## src/rtl/irq_timer_if.sv

```systemverilog
// -----------------------------------------------------------------------------
// irq_timer_if
//   CPU-side register bus for the interval timer / IRQ aggregator at
//   $8010-$801F. Same timing as on-chip RAM/ROM: writes land on the clock
//   edge, read data is registered and valid the cycle after the address.
//
//   cs    : active-high select (address_bus in $8010-$801F)
//   we    : 1 = write, 0 = read
//   addr  : register select, address_bus[3:0]
//   din   : CPU write data
//   dout  : registered read data
// -----------------------------------------------------------------------------
interface irq_timer_if;
  logic       cs;
  logic       we;
  logic [3:0] addr;
  logic [7:0] din;
  logic [7:0] dout;

  modport master (output cs, output we, output addr, output din, input dout);
  modport slave  (input cs, input we, input addr, input din, output dout);
endinterface

```

## src/rtl/irq_timer.sv

```systemverilog
// -----------------------------------------------------------------------------
// irq_timer
//   16-bit interval timer with an 8-bit prescaler, merged with the ACIA IRQn
//   line into the 65C02 IRQ input.
//
//   clk      : system clock (phi2 domain)
//   resb     : asynchronous active-low reset
//   bus      : register bus (cs/we/addr/din/dout), slave side
//   ext_irqn : ACIA IRQn, active low, asynchronous to clk
//   irq      : active-high registered IRQ to the CPU
//
//   Register map (addr[3] ignored, registers alias at +8):
//     0 R counter[7:0] (captures counter[15:8] into snap) / W latch[7:0]
//     1 R snap / W latch[15:8] and start
//     2 R/W latch[7:0]     3 R/W latch[15:8]
//     4 R/W CTRL {EIE,TIE,CONT,EN}
//     5 R STATUS {irq,running,0000,ext_active,flag} / W bit0=1 clears flag
//     6 R/W prescaler      7 reads 0
// -----------------------------------------------------------------------------
module irq_timer #(
  parameter logic [15:0] LATCH_RESET    = 16'hFFFF,
  parameter logic [7:0]  PRESCALE_RESET = 8'h00
) (
  input  logic        clk,
  input  logic        resb,
  irq_timer_if.slave  bus,
  input  logic        ext_irqn,
  output logic        irq
);

  typedef enum logic [2:0] {
    REG_CNT_LO   = 3'd0,
    REG_CNT_HI   = 3'd1,
    REG_LATCH_LO = 3'd2,
    REG_LATCH_HI = 3'd3,
    REG_CTRL     = 3'd4,
    REG_STATUS   = 3'd5,
    REG_PRE      = 3'd6,
    REG_NONE     = 3'd7
  } reg_sel_e;

  typedef struct packed {
    logic eie;
    logic tie;
    logic cont;
    logic en;
  } ctrl_t;

  reg_sel_e    sel;
  logic        wr;
  logic        rd;
  logic        wr_start;
  logic        wr_clear;

  logic [15:0] counter;
  logic [15:0] latch;
  logic [7:0]  pre;
  logic [7:0]  pre_cnt;
  logic [7:0]  snap;
  ctrl_t       ctrl;
  logic        running;
  logic        flag;
  logic        ext_sync1;
  logic        ext_sync2;
  logic        ext_active;
  logic        tick;
  logic        underflow;
  logic [7:0]  rd_data;

  assign sel        = reg_sel_e'(bus.addr[2:0]);
  assign wr         = bus.cs & bus.we;
  assign rd         = bus.cs & ~bus.we;
  assign wr_start   = wr && (sel == REG_CNT_HI);
  assign wr_clear   = wr && (sel == REG_STATUS) && bus.din[0];
  assign ext_active = ~ext_sync2;

  // The prescaler only runs while the timer is both enabled and running, so
  // clearing EN freezes pre_cnt and counter together.
  assign tick      = ctrl.en & running & (pre_cnt == 8'd0);
  assign underflow = tick & (counter == 16'd0);

  // Configuration registers.
  // NOTE: sequential state is always assigned with <= so every flop samples
  // the pre-edge value of its neighbours; blocking assignments here would make
  // the result depend on statement order.
  always_ff @(posedge clk or negedge resb) begin
    if (!resb) begin
      latch <= LATCH_RESET;
      pre   <= PRESCALE_RESET;
      ctrl  <= '0;
    end else if (wr) begin
      case (sel)
        REG_CNT_LO, REG_LATCH_LO: latch[7:0]  <= bus.din;
        REG_CNT_HI, REG_LATCH_HI: latch[15:8] <= bus.din;
        REG_CTRL:                 ctrl        <= ctrl_t'(bus.din[3:0]);
        REG_PRE:                  pre         <= bus.din;
        default:                  ;
      endcase
    end
  end

  // Counter, prescaler and flag. A start write overrides any same-cycle tick;
  // an underflow overrides a same-cycle STATUS clear. The auto-reload reads
  // the pre-edge latch, so a reg-0 write on that edge is not seen yet.
  always_ff @(posedge clk or negedge resb) begin
    if (!resb) begin
      counter <= 16'h0000;
      pre_cnt <= 8'h00;
      running <= 1'b0;
      flag    <= 1'b0;
    end else if (wr_start) begin
      counter <= {bus.din, latch[7:0]};
      pre_cnt <= pre;
      running <= 1'b1;
      flag    <= 1'b0;
    end else begin
      if (ctrl.en && running)
        pre_cnt <= (pre_cnt == 8'd0) ? pre : pre_cnt - 8'd1;

      if (tick) begin
        if (counter != 16'd0)
          counter <= counter - 16'd1;
        else if (ctrl.cont)
          counter <= latch;
        else
          running <= 1'b0;
      end

      if (underflow)
        flag <= 1'b1;
      else if (wr_clear)
        flag <= 1'b0;
    end
  end

  // Read mux.
  // NOTE: the default assignment before the case keeps this purely
  // combinational; without it any unlisted path would infer a latch.
  always_comb begin
    rd_data = 8'h00;
    case (sel)
      REG_CNT_LO:   rd_data = counter[7:0];
      REG_CNT_HI:   rd_data = snap;
      REG_LATCH_LO: rd_data = latch[7:0];
      REG_LATCH_HI: rd_data = latch[15:8];
      REG_CTRL:     rd_data = {4'b0000, ctrl};
      REG_STATUS:   rd_data = {irq, running, 4'b0000, ext_active, flag};
      REG_PRE:      rd_data = pre;
      REG_NONE:     rd_data = 8'h00;
      default:      rd_data = 8'h00;
    endcase
  end

  // Registered read data. Reading the low counter byte latches the high byte
  // so a following reg-1 read returns a coherent 16-bit value.
  always_ff @(posedge clk or negedge resb) begin
    if (!resb) begin
      bus.dout <= 8'h00;
      snap     <= 8'h00;
    end else if (rd) begin
      bus.dout <= rd_data;
      if (sel == REG_CNT_LO)
        snap <= counter[15:8];
    end
  end

  // Two-flop synchroniser for the asynchronous ACIA IRQn; idles high.
  always_ff @(posedge clk or negedge resb) begin
    if (!resb) begin
      ext_sync1 <= 1'b1;
      ext_sync2 <= 1'b1;
    end else begin
      ext_sync1 <= ext_irqn;
      ext_sync2 <= ext_sync1;
    end
  end

  // Level-sensitive IRQ, registered; drops at once on reset.
  always_ff @(posedge clk or negedge resb) begin
    if (!resb)
      irq <= 1'b0;
    else
      irq <= (flag & ctrl.tie) | (ext_active & ctrl.eie);
  end

endmodule
```

## src/flat_wrapper.sv

```systemverilog
// flat-port wrapper written by rule: the top's interface ports become plain ports
module irq_timer_flat 
#(
  parameter logic [15:0] LATCH_RESET    = 16'hFFFF,
  parameter logic [7:0]  PRESCALE_RESET = 8'h00
)
  (clk, resb, ext_irqn, irq, bus_cs, bus_we, bus_addr, bus_din, bus_dout);
  irq_timer_if bus_i ();
  input  logic clk;
  input  logic resb;
  input  logic ext_irqn;
  output logic irq;
  input wire logic [$bits(bus_i.cs)-1:0] bus_cs;
  input wire logic [$bits(bus_i.we)-1:0] bus_we;
  input wire logic [$bits(bus_i.addr)-1:0] bus_addr;
  input wire logic [$bits(bus_i.din)-1:0] bus_din;
  output wire logic [$bits(bus_i.dout)-1:0] bus_dout;
  assign bus_i.cs = bus_cs;
  assign bus_i.we = bus_we;
  assign bus_i.addr = bus_addr;
  assign bus_i.din = bus_din;
  assign bus_dout = bus_i.dout;
  irq_timer #(.LATCH_RESET(LATCH_RESET), .PRESCALE_RESET(PRESCALE_RESET)) u_core (.clk(clk), .resb(resb), .bus(bus_i), .ext_irqn(ext_irqn), .irq(irq));
endmodule
```

## config.mk

```make
export PLATFORM = sky130hd
export DESIGN_NAME = irq_timer_flat
export DESIGN_NICKNAME = d
export VERILOG_FILES = /design/src/rtl/irq_timer_if.sv /design/src/rtl/irq_timer.sv /design/src/flat_wrapper.sv
export SDC_FILE = /design/constraint.sdc
export NUM_CORES = 1
export LEC_CHECK = 0
export CAP_MARGIN = 10
export CORE_ASPECT_RATIO = 0.6
export CORE_MARGIN = 2
export CORE_UTILIZATION = 30
export CTS_CLUSTER_SIZE = 12
export DETAILED_ROUTE_END_ITERATION = 16
export GPL_TIMING_DRIVEN = 0
export HOLD_SLACK_MARGIN = 0.03
export PLACE_DENSITY = 0.47
export SETUP_SLACK_MARGIN = 0.02
export SLEW_MARGIN = 5
export SYNTH_ARGS = -nofsm -noshare
export SYNTH_HDL_FRONTEND = slang
export SYNTH_SLANG_ARGS = --single-unit
```

## constraint.sdc

```tcl
create_clock -name clk -period 2 [get_ports clk]
set_input_delay 0.2 -clock clk [delete_from_list [all_inputs] [get_ports clk]]
set_output_delay 0.2 -clock clk [all_outputs]
set_load 0.005 [all_outputs]
```

==> out/metrics.cfg <==
[cells_and_area]
area_delta_synth_final_pct=33.1
final_cells=639
fillers=1238
nets=485
drive_above_1_share_pct=34.8
antenna_cells=0

[setup_path]
worstSetupStartpointType=register
crit_required_ns=2.23
reg2reg_to=u_core.counter[8]$_DFFE_PN0P_
crit_path_max_fanout=6
path_class=reg2reg
reg2regPathDepth=7
worstPathArrival_ns=2.22
r2r_slack_ns=0.007
reg2reg_from=u_core.counter[2]$_DFFE_PN0P_
end_kind=register

[power_and_ir_drop]
leakage_uw=0.00210
peakVddDrop_mv=0.446
power_density_nw_per_um2=1250
total_power_uw=6520

[grt]
grt_pass1_wl_mm=19.5
antenna_found_initial=0
grtUsageTotal_pct=18.9
grt_pass1_vias=3193
grt_max_degree=52
overflow=0

[place]
post-place-ws_ns=-0.757
place.gp.congestion=0.845
dp_hpwl_mm=8.92
place_inst=590
port_buffers=23

[timing]
finalCriticalPeriod_ns=1.99
setup_viol=0
setup_ws_ns=0.00735
hold_viol=0
whs_ns=0.278
max_freq_ghz=0.502
fin_worst_skew_ns=0.00623
grt_setup_unrepaired=yes
slew_violations=0
fin_tns_setup_ns=0
finalCritPeriodShare_pct=99.6
relSlewSlack_pct=56.4
tightest_slew_ns=0.654

[logic_synthesis]
syn_inst=396
synth_edf_count=0
avgSynthCellArea_sq_um=9.87
syn-cell-area_sq_um=3910
ys_ff_latch=73
yosys_warnings=0
synth_most_common_cell=dfrtp_1
ys.flop_type=dfrtp_1
synth_area_leaders=dfrtp_1 35%, dfstp_2 12%, mux2_2 10%
syn-num-nets=417
synthArstFlopShare_pct=100
yosysTopAreaCellShare_pct=35.2
synth.distinct_cells=53
yosys.area.top_type=dfrtp_1
netlist_top_cells_count=55 x dfrtp_1, 46 x o21ai_0, 44 x nand2_1
seq_area_frac_synth_pct=47.3

[worst_hold_path]
holdCritStartpoint=ext_irqn
holdPathEnd=u_core.ext_sync1$_DFF_PN1_
min_path_cells=1
hold_class=in2reg

[detailed_routing]
drcViolationCount=0
drt_pass1_iterations=4
drtAntennaViolNets=0
routed_wl_mm=12.7
vias=3403
drt_iter0_markers=280
viasPerCell=5.33
wl_per_cell_microns=19.8

[clock_network]
clk_pin_slew_ns=0.06
worstSkewPairLatency_ns=0.34
cts_buffers=9
clock_sinks=73
cts_max_level=3
cts_tree=built
root_buffer=clkbuf_16
clockBufferDepth=2

[flow_run]
maxCapViolCount=0

[floorplanning]
ios=26
start_util_pct=30.6
die-area_sq_um=14000
rows=32
die_w_microns=151
die_h_microns=92.4
core_region_area_sq_um=12800

[status]
status=complete, no violations

==> logic make-up (layout without fill, tap and decap cells) <==
family          after synthesis  count (layout)  share of synthesized area, %
compound gates              114             114                          17.1
flops                        73              73                          47.3
mux                          46              46                          13.5
buf+inv                      29             102                          3.11
xor+xnor                      5               5                          1.12
simple gates                125             125                          16.6
fa+ha+maj                     4               4                          1.28
==> sequential cells by signal, summed over array words and instances (netlist names), 4 cells and up <==
signal,flops
u_core.bus.dout,8
u_core.ctrl,4
u_core.latch,16
u_core.pre_cnt,8
u_core.snap,8
u_core.counter,16
u_core.pre,8
==> what timing repair did <==
item,CTS,global route
pin swaps,7,15
gates resized for setup,36,49
endpoints found under the setup margin,65,36
gates cloned,0,3
hold buffers,1,0
hold endpoints to repair,19,0
setup buffers,20,11
==> power by group <==
group,switching (uW),leakage [uW],internal [uW]
Combinational,1040,0.00108,1100
Clock,682,0.000153,1100
Sequential,603,0.000868,1990
Total,2330,0.00210,4200
==> per-stage QoR <==
stage | util (%) | instance area, sq um
after detailed placement | 34.3 | 4380
after global routing | 40.7 | 5200
final | 40.7 | 5200
after global placement | 34.1 | 4360
after CTS | 38.9 | 4970
after floorplan | - | 3920
==> per-layer routing <==
metal | track usage (%) | vias to the layer above | wire [microns]
met4 | 2.96 | 0 | 76
met2 | 24.1 | 96 | 4950
met5 | 0 | - | 0
met1 | 31.3 | 1712 | 6790
met3 | 5.07 | 10 | 862
li1 | - | 1585 | -
==> critical path: stages, from the launching register on <==
cell     delay [ns]
dfrtp_2        0.44
nor4_4         0.32
nand4_2        0.15
or3b_1         0.39
buf_6          0.15
a21oi_2        0.11
nor3_1         0.05
a221o_1        0.27
==> cells in the final DEF (no fill, tap or decap), types with 6 or more instances in the layout <==
| cell type | n |
|---|---|
| mux2i_1 | 9 |
| nor2_1 | 26 |
| buf_6 | 6 |
| nand2_1 | 41 |
| buf_4 | 33 |
| o21ai_0 | 32 |
| mux2_2 | 35 |
| o21ai_1 | 13 |
| dfrtp_1 | 49 |
| dfrtp_2 | 6 |
| clkbuf_16 | 9 |
| inv_1 | 6 |
| clkdlybuf4s50_1 | 20 |
| clkbuf_1 | 6 |
| a21oi_1 | 30 |
| dfstp_2 | 18 |
| nor3_1 | 11 |
==> how the worst max path moves through the flow <==
stage	to	cells after the start	start	slack [ns]
2_1_floorplan	u_core.counter[8]$_DFFE_PN0P_	7	u_core.counter[5]$_DFFE_PN0P_	-0.04
3_3_place_gp	u_core.pre[6]$_DFFE_PN0P_	1	resb	-1.89
3_5_place_dp	u_core.pre[4]$_DFFE_PN0P_	7	bus_addr[2]	-0.76
4_1_cts	u_core.counter[6]$_DFFE_PN0P_	9	u_core.counter[1]$_DFFE_PN0P_	0.009
5_1_grt	u_core.counter[12]$_DFFE_PN0P_	9	u_core.counter[1]$_DFFE_PN0P_	-0.04
6_report	u_core.counter[8]$_DFFE_PN0P_	7	u_core.counter[2]$_DFFE_PN0P_	0.007
==> final cells by class <==
| class | instances | area, sq um | area share [%] |
|---|---|---|---|
| Inverter | 8 | 33.8 | 0.649 |
| Timing Repair Buffer | 59 | 531 | 10.2 |
| Sequential cell | 73 | 1860 | 35.7 |
| Clock inverter | 7 | 101 | 1.95 |
| Buffer | 19 | 133 | 2.55 |
| Tap cell | 170 | 213 | 4.09 |
| Multi-Input combinational cell | 294 | 2110 | 40.5 |
| Clock buffer | 9 | 225 | 4.33 |
Note: power is estimated with default switching activity, not from simulation.
